$ cat config.mk
export PLATFORM = sky130hd
export DESIGN_NAME = fetch_unit
export DESIGN_NICKNAME = d
export VERILOG_FILES = /design/src/rtl/fetch_unit.sv
export SDC_FILE = /design/constraint.sdc
export NUM_CORES = 1
export LEC_CHECK = 0
export ABC_CLOCK_PERIOD_IN_PS = 14300
export BUFFER_PORTS_ARGS = -buffer_cell sky130_fd_sc_hd__buf_2
export CORE_ASPECT_RATIO = 1.4
export CORE_MARGIN = 2
export CORE_UTILIZATION = 49
export DETAILED_ROUTE_END_ITERATION = 10
export PLACE_DENSITY_LB_ADDON = 0.25
export SLEW_MARGIN = 20
export SYNTH_ARGS = -nofsm -noshare
export SYNTH_HDL_FRONTEND = slang
export SYNTH_SLANG_ARGS = --single-unit
$ cat constraint.sdc
create_clock -name clk -period 14.3 [get_ports clk]
set_input_delay 0.715 -clock clk [delete_from_list [all_inputs] [get_ports clk]]
set_output_delay 0.715 -clock clk [all_outputs]
set_load 0.005 [all_outputs]
$ cat src/rtl/fetch_unit.sv
// fetch_unit: instruction fetch front end.
// Holds the fetch PC and a two-entry queue of {pc, instruction} pairs that
// feeds decode through a valid/ready handshake. Instruction memory answers
// combinationally for imem_addr, so each push captures the word for the
// current PC in the same cycle.
//
// Optional build macro:
//   FETCH_MISALIGN_CHECK_EN - when defined, a PC with nonzero low bits stops
//   fetching and raises fault until a redirect to an aligned PC or a reset.
//   When undefined, the low PC bits are ignored and fault is tied low.
module fetch_unit #(
  parameter int                  PC_WIDTH          = 32,
  parameter int                  INSTRUCTION_WIDTH = 32,
  parameter logic [PC_WIDTH-1:0] RESET_PC          = '0
) (
  input  logic                         clk,
  input  logic                         rst,
  output logic [PC_WIDTH-1:0]          imem_addr,
  input  logic [INSTRUCTION_WIDTH-1:0] imem_instruction,
  input  logic                         redirect_valid,
  input  logic [PC_WIDTH-1:0]          redirect_pc,
  output logic                         out_valid,
  input  logic                         out_ready,
  output logic [INSTRUCTION_WIDTH-1:0] out_instruction,
  output logic [PC_WIDTH-1:0]          out_pc,
  output logic                         fault
);

  logic [PC_WIDTH-1:0]          pc;
  logic [1:0]                   count;
  logic [PC_WIDTH-1:0]          head_pc;
  logic [INSTRUCTION_WIDTH-1:0] head_instruction;
  logic [PC_WIDTH-1:0]          tail_pc;
  logic [INSTRUCTION_WIDTH-1:0] tail_instruction;
  logic                         misaligned;
  logic                         pop;
  logic                         push;

`ifdef FETCH_MISALIGN_CHECK_EN
  logic fault_q;

  assign misaligned = (pc[1:0] != 2'b00);

  // Fault doubles as the halt flag: a misaligned PC never advances, so the
  // condition persists until a redirect re-evaluates it or reset clears it.
  always_ff @(posedge clk or posedge rst) begin
    if (rst) begin
      fault_q <= 1'b0;
    end else if (redirect_valid) begin
      fault_q <= (redirect_pc[1:0] != 2'b00);
    end else if (misaligned) begin
      fault_q <= 1'b1;
    end
  end

  assign fault = fault_q;
`else
  assign misaligned = 1'b0;
  assign fault      = 1'b0;
`endif

  assign imem_addr       = pc;
  assign out_valid       = (count != 2'd0);
  assign out_pc          = head_pc;
  assign out_instruction = head_instruction;

  // A pop frees a slot in the same cycle, so a full queue can still accept.
  assign pop  = out_valid && out_ready;
  assign push = !redirect_valid && !misaligned && ((count != 2'd2) || pop);

  // PC: redirect target wins, otherwise advance by one word on each push.
  // NOTE: sequential state uses non-blocking assignments so every register
  // samples the pre-edge values of its neighbours.
  always_ff @(posedge clk or posedge rst) begin
    if (rst) begin
      pc <= RESET_PC;
    end else if (redirect_valid) begin
      pc <= redirect_pc;
    end else if (push) begin
      pc <= pc + PC_WIDTH'(4);
    end
  end

  // Occupancy: a redirect flushes; otherwise net of one push and one pop.
  always_ff @(posedge clk or posedge rst) begin
    if (rst) begin
      count <= 2'd0;
    end else if (redirect_valid) begin
      count <= 2'd0;
    end else begin
      case ({push, pop})
        2'b10:   count <= count + 2'd1;
        2'b01:   count <= count - 2'd1;
        default: count <= count;
      endcase
    end
  end

  // Queue storage: head feeds decode, tail is the second-oldest entry.
  // NOTE: payload registers carry no reset; count alone says which entries
  // are meaningful, so their contents after reset never reach a consumer.
  always_ff @(posedge clk) begin
    if (pop && (count == 2'd2)) begin
      head_pc          <= tail_pc;
      head_instruction <= tail_instruction;
    end else if (push && ((count == 2'd0) || (pop && (count == 2'd1)))) begin
      head_pc          <= pc;
      head_instruction <= imem_instruction;
    end

    if (push && (((count == 2'd1) && !pop) || ((count == 2'd2) && pop))) begin
      tail_pc          <= pc;
      tail_instruction <= imem_instruction;
    end
  end

endmodule

# Yosys cells after proc, flatten, opt, wreduce, memory -nomap -nowiden
# Index checks and enable logic that the tools add are counted.
[op_classes]
n_addsub = 3
mul = 0
div_mod_pow = 0
magnitude_cmp = 0
n_eq_ne = 5
n_shift = 0
muxes = 8
n_bitwise = 0
reduce_logical = 17
[ops]
columns = ["cell", "count"]
rows = [
  ["2-to-1 mux 32 bit", 6],
  ["adder 32 x 3 -> 32 bit, second input constant", 1],
  ["logical AND 1 bit", 7],
  ["nonzero test 2 bit", 3],
  ["equality test 2 x 1 -> 1 bit, second input constant", 2],
  ["equality test 2 bit, second input constant", 2],
  ["one-hot mux 2 bit (2 select lines)", 1],
  ["logical OR 1 bit", 3],
  ["nonzero test 3 bit", 1],
  ["adder 2 x 1 -> 2 bit, second input constant", 1],
  ["zero test 1 bit", 2],
  ["zero test 2 bit", 1],
  ["2-to-1 mux 2 bit", 1],
  ["!= test 2 bit, second input constant", 1],
  ["subtractor 2 x 1 -> 2 bit, second input constant", 1],
]
[totals]
regBits = 162
latch_bits = 0
mem_bits_rw = 0
mem_bits_ro = 0
inputBits = 68
elab_cells = 39
mem_count = 0

# Depth between registers and ports, before layout
[depth]
ltp_word = 7
depth_mapped = 8

# Worst setup path before layout
# OpenSTA, ideal clock, no wires.
[synth_path]
path_kind = "input to register"
startpoint = "in out_ready"
endpoint = "reg tail_instruction[0] (enable)"
setup_time_ns = 0.507
t_arrival_ns = 4.715
required_time_ns = 13.793
path_slack_ns = 9.079
cell_stages = 6
cell_sequence = "nor2b_1 > clkbuf_1 > nand2_1 > clkbuf_1 > clkbuf_1 > a21oi_1"
[synth_via]
elab_chain_len = 5
[synth_lines]
columns = ["item", "line", "rtl"]
rows = [
  ["start: declaration", "23", "input logic out_ready,"],
  ["logical AND 1 bit (*)", "68", "assign pop = out_valid && out_ready;"],
  ["zero test 1 bit", "111", "if (push && (((count == 2'd1) && !pop) || ((count == 2'd2) && pop))) begin"],
  ["logical AND 1 bit", "111", ""],
  ["logical OR 1 bit", "111", ""],
  ["logical AND 1 bit (*)", "111", ""],
  ["end signal: assignment", "113", "tail_instruction <= imem_instruction;"],
  ["end: declaration", "34", "logic [INSTRUCTION_WIDTH-1:0] tail_instruction;"],
]
# Mark *: on every way between the ends. The rest lies on a longest branch, timed or not.
# A chain may end at the register's enable or synchronous reset.

# Worst setup path after layout
[layout_path]
startpoint = "reg count[0]"
endpoint = "reg tail_pc[8] (enable)"
[layout_via]
elab_chain_len = 6
[layout_lines]
columns = ["item", "line", "rtl"]
rows = [
  ["start: declaration", "30", "logic [1:0] count;"],
  ["start signal: assignment", "92", "2'b10: count <= count + 2'd1;"],
  ["start signal: assignment", "93", "2'b01: count <= count - 2'd1;"],
  ["start signal: assignment", "94", "default: count <= count;"],
  ["nonzero test 2 bit", "63", "assign out_valid = (count != 2'd0);"],
  ["logical AND 1 bit", "68", ""],
  ["zero test 1 bit", "111", ""],
  ["logical AND 1 bit", "111", ""],
  ["logical OR 1 bit", "111", ""],
  ["logical AND 1 bit (*)", "111", ""],
  ["end signal: assignment", "112", "tail_pc <= pc;"],
  ["end: declaration", "33", "logic [PC_WIDTH-1:0] tail_pc;"],
]
# Marks and branches as above.

==> summary.txt <==
Outcome
  • Status: completed

Route
  • Via count: approximately 4.5k
  • Wire per inst: 17.94 um
  • Detail Route Antenna Nets: 0
  • Total iterations of the first detailed-routing run: 5
  • Initial DRC count: ~230
  • Total routed wirelength: 14,640 um
  • DR DRC count: 0
  • Vias per cell: 5.480

Clocking
  • Post-CTS setup buffers: 0
  • CTS H-tree depth: 4
  • CTS tree: yes
  • Clock root buffer: clkbuf_16
  • Clk buf depth: 2
  • PostCTS Resize Cnt: 0
  • Clock latency on the worst-skew pair: 0.42 ns
  • TritonCTS buffer count: 17
  • Cts hold-fix bufs: 0
  • CTS sink cnt: 162
  • Clock transition at path regs: ~0.070 ns

Placement
  • Worst slack at placement: approximately 10 ns
  • Hpwl dp: slightly below 10,000 um
  • RD Place Congestion: 0.8222
  • Placed Area: approximately 7800 um2
  • IO buf count: 164

Final layout
  • Synth-to-Final Area Change: 22.75%
  • Design area: between 8000 and 9000 um2
  • Share of cells above drive strength 1: 42.74%
  • Final Util: 62.05%
  • Ant diodes: 0
  • Fin nets: 693

Global routing
  • Initial antenna violation count: 0
  • Largest net degree at the start of global routing: 67
  • First-pass GRT wire length: 23,210 um
  • Number of global-route vias before repair: roughly 4.4k
  • Gr ovfl total: 0
  • GRT Total Usage: 20.14%

Power
  • Leak: 3.200 nW
  • Max VDD drop: ~0.00018 V
  • PD cells: 170.4 nW/um2

Critical path
  • Cell family with most CP delay: simple AND/OR/NAND/NOR gates
  • Startpoint types: register
  • Req. time, crit path: 14.35 ns
  • Worst path max stage delay: 0.76 ns
  • CP cell instances: inv_1, ha_1, nor2b_1, nand2_4, a21oi_4, buf_4
  • WP data arrival: approximately 3.7 ns
  • Worst-path fanout max: between 60 and 70
  • Setup CP Type: register to register
  • Crit-path slowest cell: a21oi_4
  • Critical path capture point type: register
  • WP buf/inv: 2

Floorplan
  • Die X: 103.6 um
  • Top Ports: around 170
  • Row Count: 50
  • Initial Util: 50.55%
  • Die Height: ~140 um
  • Core ar.: 13,450 um2
  • Die ar.: roughly 15,000 um2

Synthesis
  • Mean Syn Cell Area: ~15 um2
  • Net Count, Synth: 531
  • Register area share after synthesis: 69.05%
  • Synth Warn #: 0
  • Post-synth EDFFs: 128
  • Fraction of registers with async set or reset after synthesis: 20.99%
  • Count of different cell masters after synthesis: 49
  • Cell area after synthesis: between 6000 and 7000 um2
  • Post-synth top area cell: edfxtp_1
  • Largest cells by area after synthesis: edfxtp_1 57%, dfrtp_1 13%, mux2_2 11%
  • Yosys top cell area share: 56.53%
  • #FFs+latches synth: around 160
  • Most instantiated cells after synthesis: 128 x edfxtp_1, 66 x mux2_2, 34 x dfrtp_1
  • Most numerous cell in the Yosys netlist: edfxtp_1
  • Post-Synthesis Cells: ~460
  • Top FF cell, synth: edfxtp_1

STA
  • Final period util: 25.77%
  • Slew @ Worst Pin: approximately 1 ns
  • Endpoints failing setup: 0
  • Worst Skew: 0.01103 ns
  • Pins Over Slew Limit: 0
  • Setup TNS: 0 ns
  • Rel. slew slack: 34.60%
  • Fmax: 0.2714 GHz
  • Hold Vio Cnt, Final: 0
  • Worst Hold Slack: 0.3882 ns
  • RSZ-0062 raised after global routing: no
  • Fin crit period: around 3.7 ns
  • Setup ws final: 10.61 ns

Job
  • MaxCap Viol Count: 0

Worst hold path
  • HP Class: primary input to asynchronous set/reset pin
placed cells by master, fill, tap and decap left out, types with 4 or more instances in the layout:
| cell | netlist | routed |
|---|---|---|
| clkbuf_16 | 0 | 17 |
| buf_2 | 1 | 164 |
| nand4_1 | 15 | 15 |
| a21oi_1 | 8 | 7 |
| o31ai_1 | 11 | 11 |
| inv_1 | 11 | 11 |
| nor2_1 | 15 | 15 |
| nand2_1 | 27 | 26 |
| mux2_2 | 66 | 66 |
| inv_6 | 0 | 7 |
| or4_1 | 5 | 5 |
| ha_1 | 4 | 4 |
| o21ai_0 | 18 | 18 |
| xnor2_1 | 10 | 10 |
| nor2b_1 | 7 | 7 |
| dfrtp_1 | 34 | 34 |
| nand3_1 | 20 | 20 |
| edfxtp_1 | 128 | 128 |
| a22oi_1 | 4 | 4 |
| a31oi_1 | 5 | 5 |
| a211oi_1 | 5 | 5 |
path summary, 6_finish.rpt:
kind / from / to / slack, ns / cells past startpoint
max: count[0] / tail_pc[8] / 10.61 / 6
min: rst / imem_addr[6] / 0.39 / 3
max reg2reg: count[0] / tail_pc[8] / 10.61 / 6
min reg2reg: imem_addr[0] / tail_pc[0] / 0.52 / 0
max in group asynchronous: rst / imem_addr[0] / 13.58 / 3
min in group clk: imem_instruction[17] / tail_instruction[17] / 0.49 / 1
through the flow:
step / cells / power [W]
finish: 816 / 0.001422
detailed placement: 784 / 0.001021
CTS: 816 / 0.001439
global route: 816 / 0.001494
floorplan: 459 / 0.0008810
global placement: 784 / 0.001005
sequential cells by signal, summed over array words and instances (netlist names):
signal            flops
tail_pc              32
tail_instruction     32
count                 2
imem_addr            32
out_pc               32
out_instruction      32
layer usage:
| metal | part of all wire (%) | up-vias | track usage [%] |
|---|---|---|---|
| li1 | - | 2104 | - |
| met1 | 42 | 2168 | 24.81 |
| met2 | 52 | 186 | 35.34 |
| met3 | 5.3 | 14 | 4.717 |
| met4 | 0.98 | 0 | 6.686 |
| met5 | 0 | - | 0 |
cell type report:
cell class,instances,area [um2]
clock inverter,15,118.9
tap,182,227.7
clock buffer,17,425.4
sequential,162,4695
fill,1094,5105
multi-input combinational,262,1994
timing repair buffer,167,843.3
inverter,11,41.29
worst reg2reg max path: cells and delay by family, from the launching register on:
family / cells / cell delay [ns]
buffers and inverters: 2 / 0.68
flip-flops: 1 / 0.39
adder cells (fa/ha/maj): 1 / 0.27
AO/OA/AOI/OAI: 1 / 0.77
AND/OR/NAND/NOR: 2 / 1.17
cell families after synthesis:
group / after synthesis / synth area share, %
AOI/OAI and AO/OA: 68 / 6.736
and+or+nand+nor: 110 / 8.778
muxes: 67 / 11.08
DFF: 162 / 69.05
adders and majority gates: 4 / 0.7361
buffers and inverters: 35 / 2.024
xor gates and xnor gates: 12 / 1.546
other: 1 / 0.05516
power breakdown:
group / switching [W] / internal (W) / total, W
clock network: 0.000191 / 0.000226 / 0.000417
logic: 0.000176 / 0.000114 / 0.000290
registers: 0.0000488 / 0.000667 / 0.000716
No activity file was read; power rests on OpenSTA's default activity.
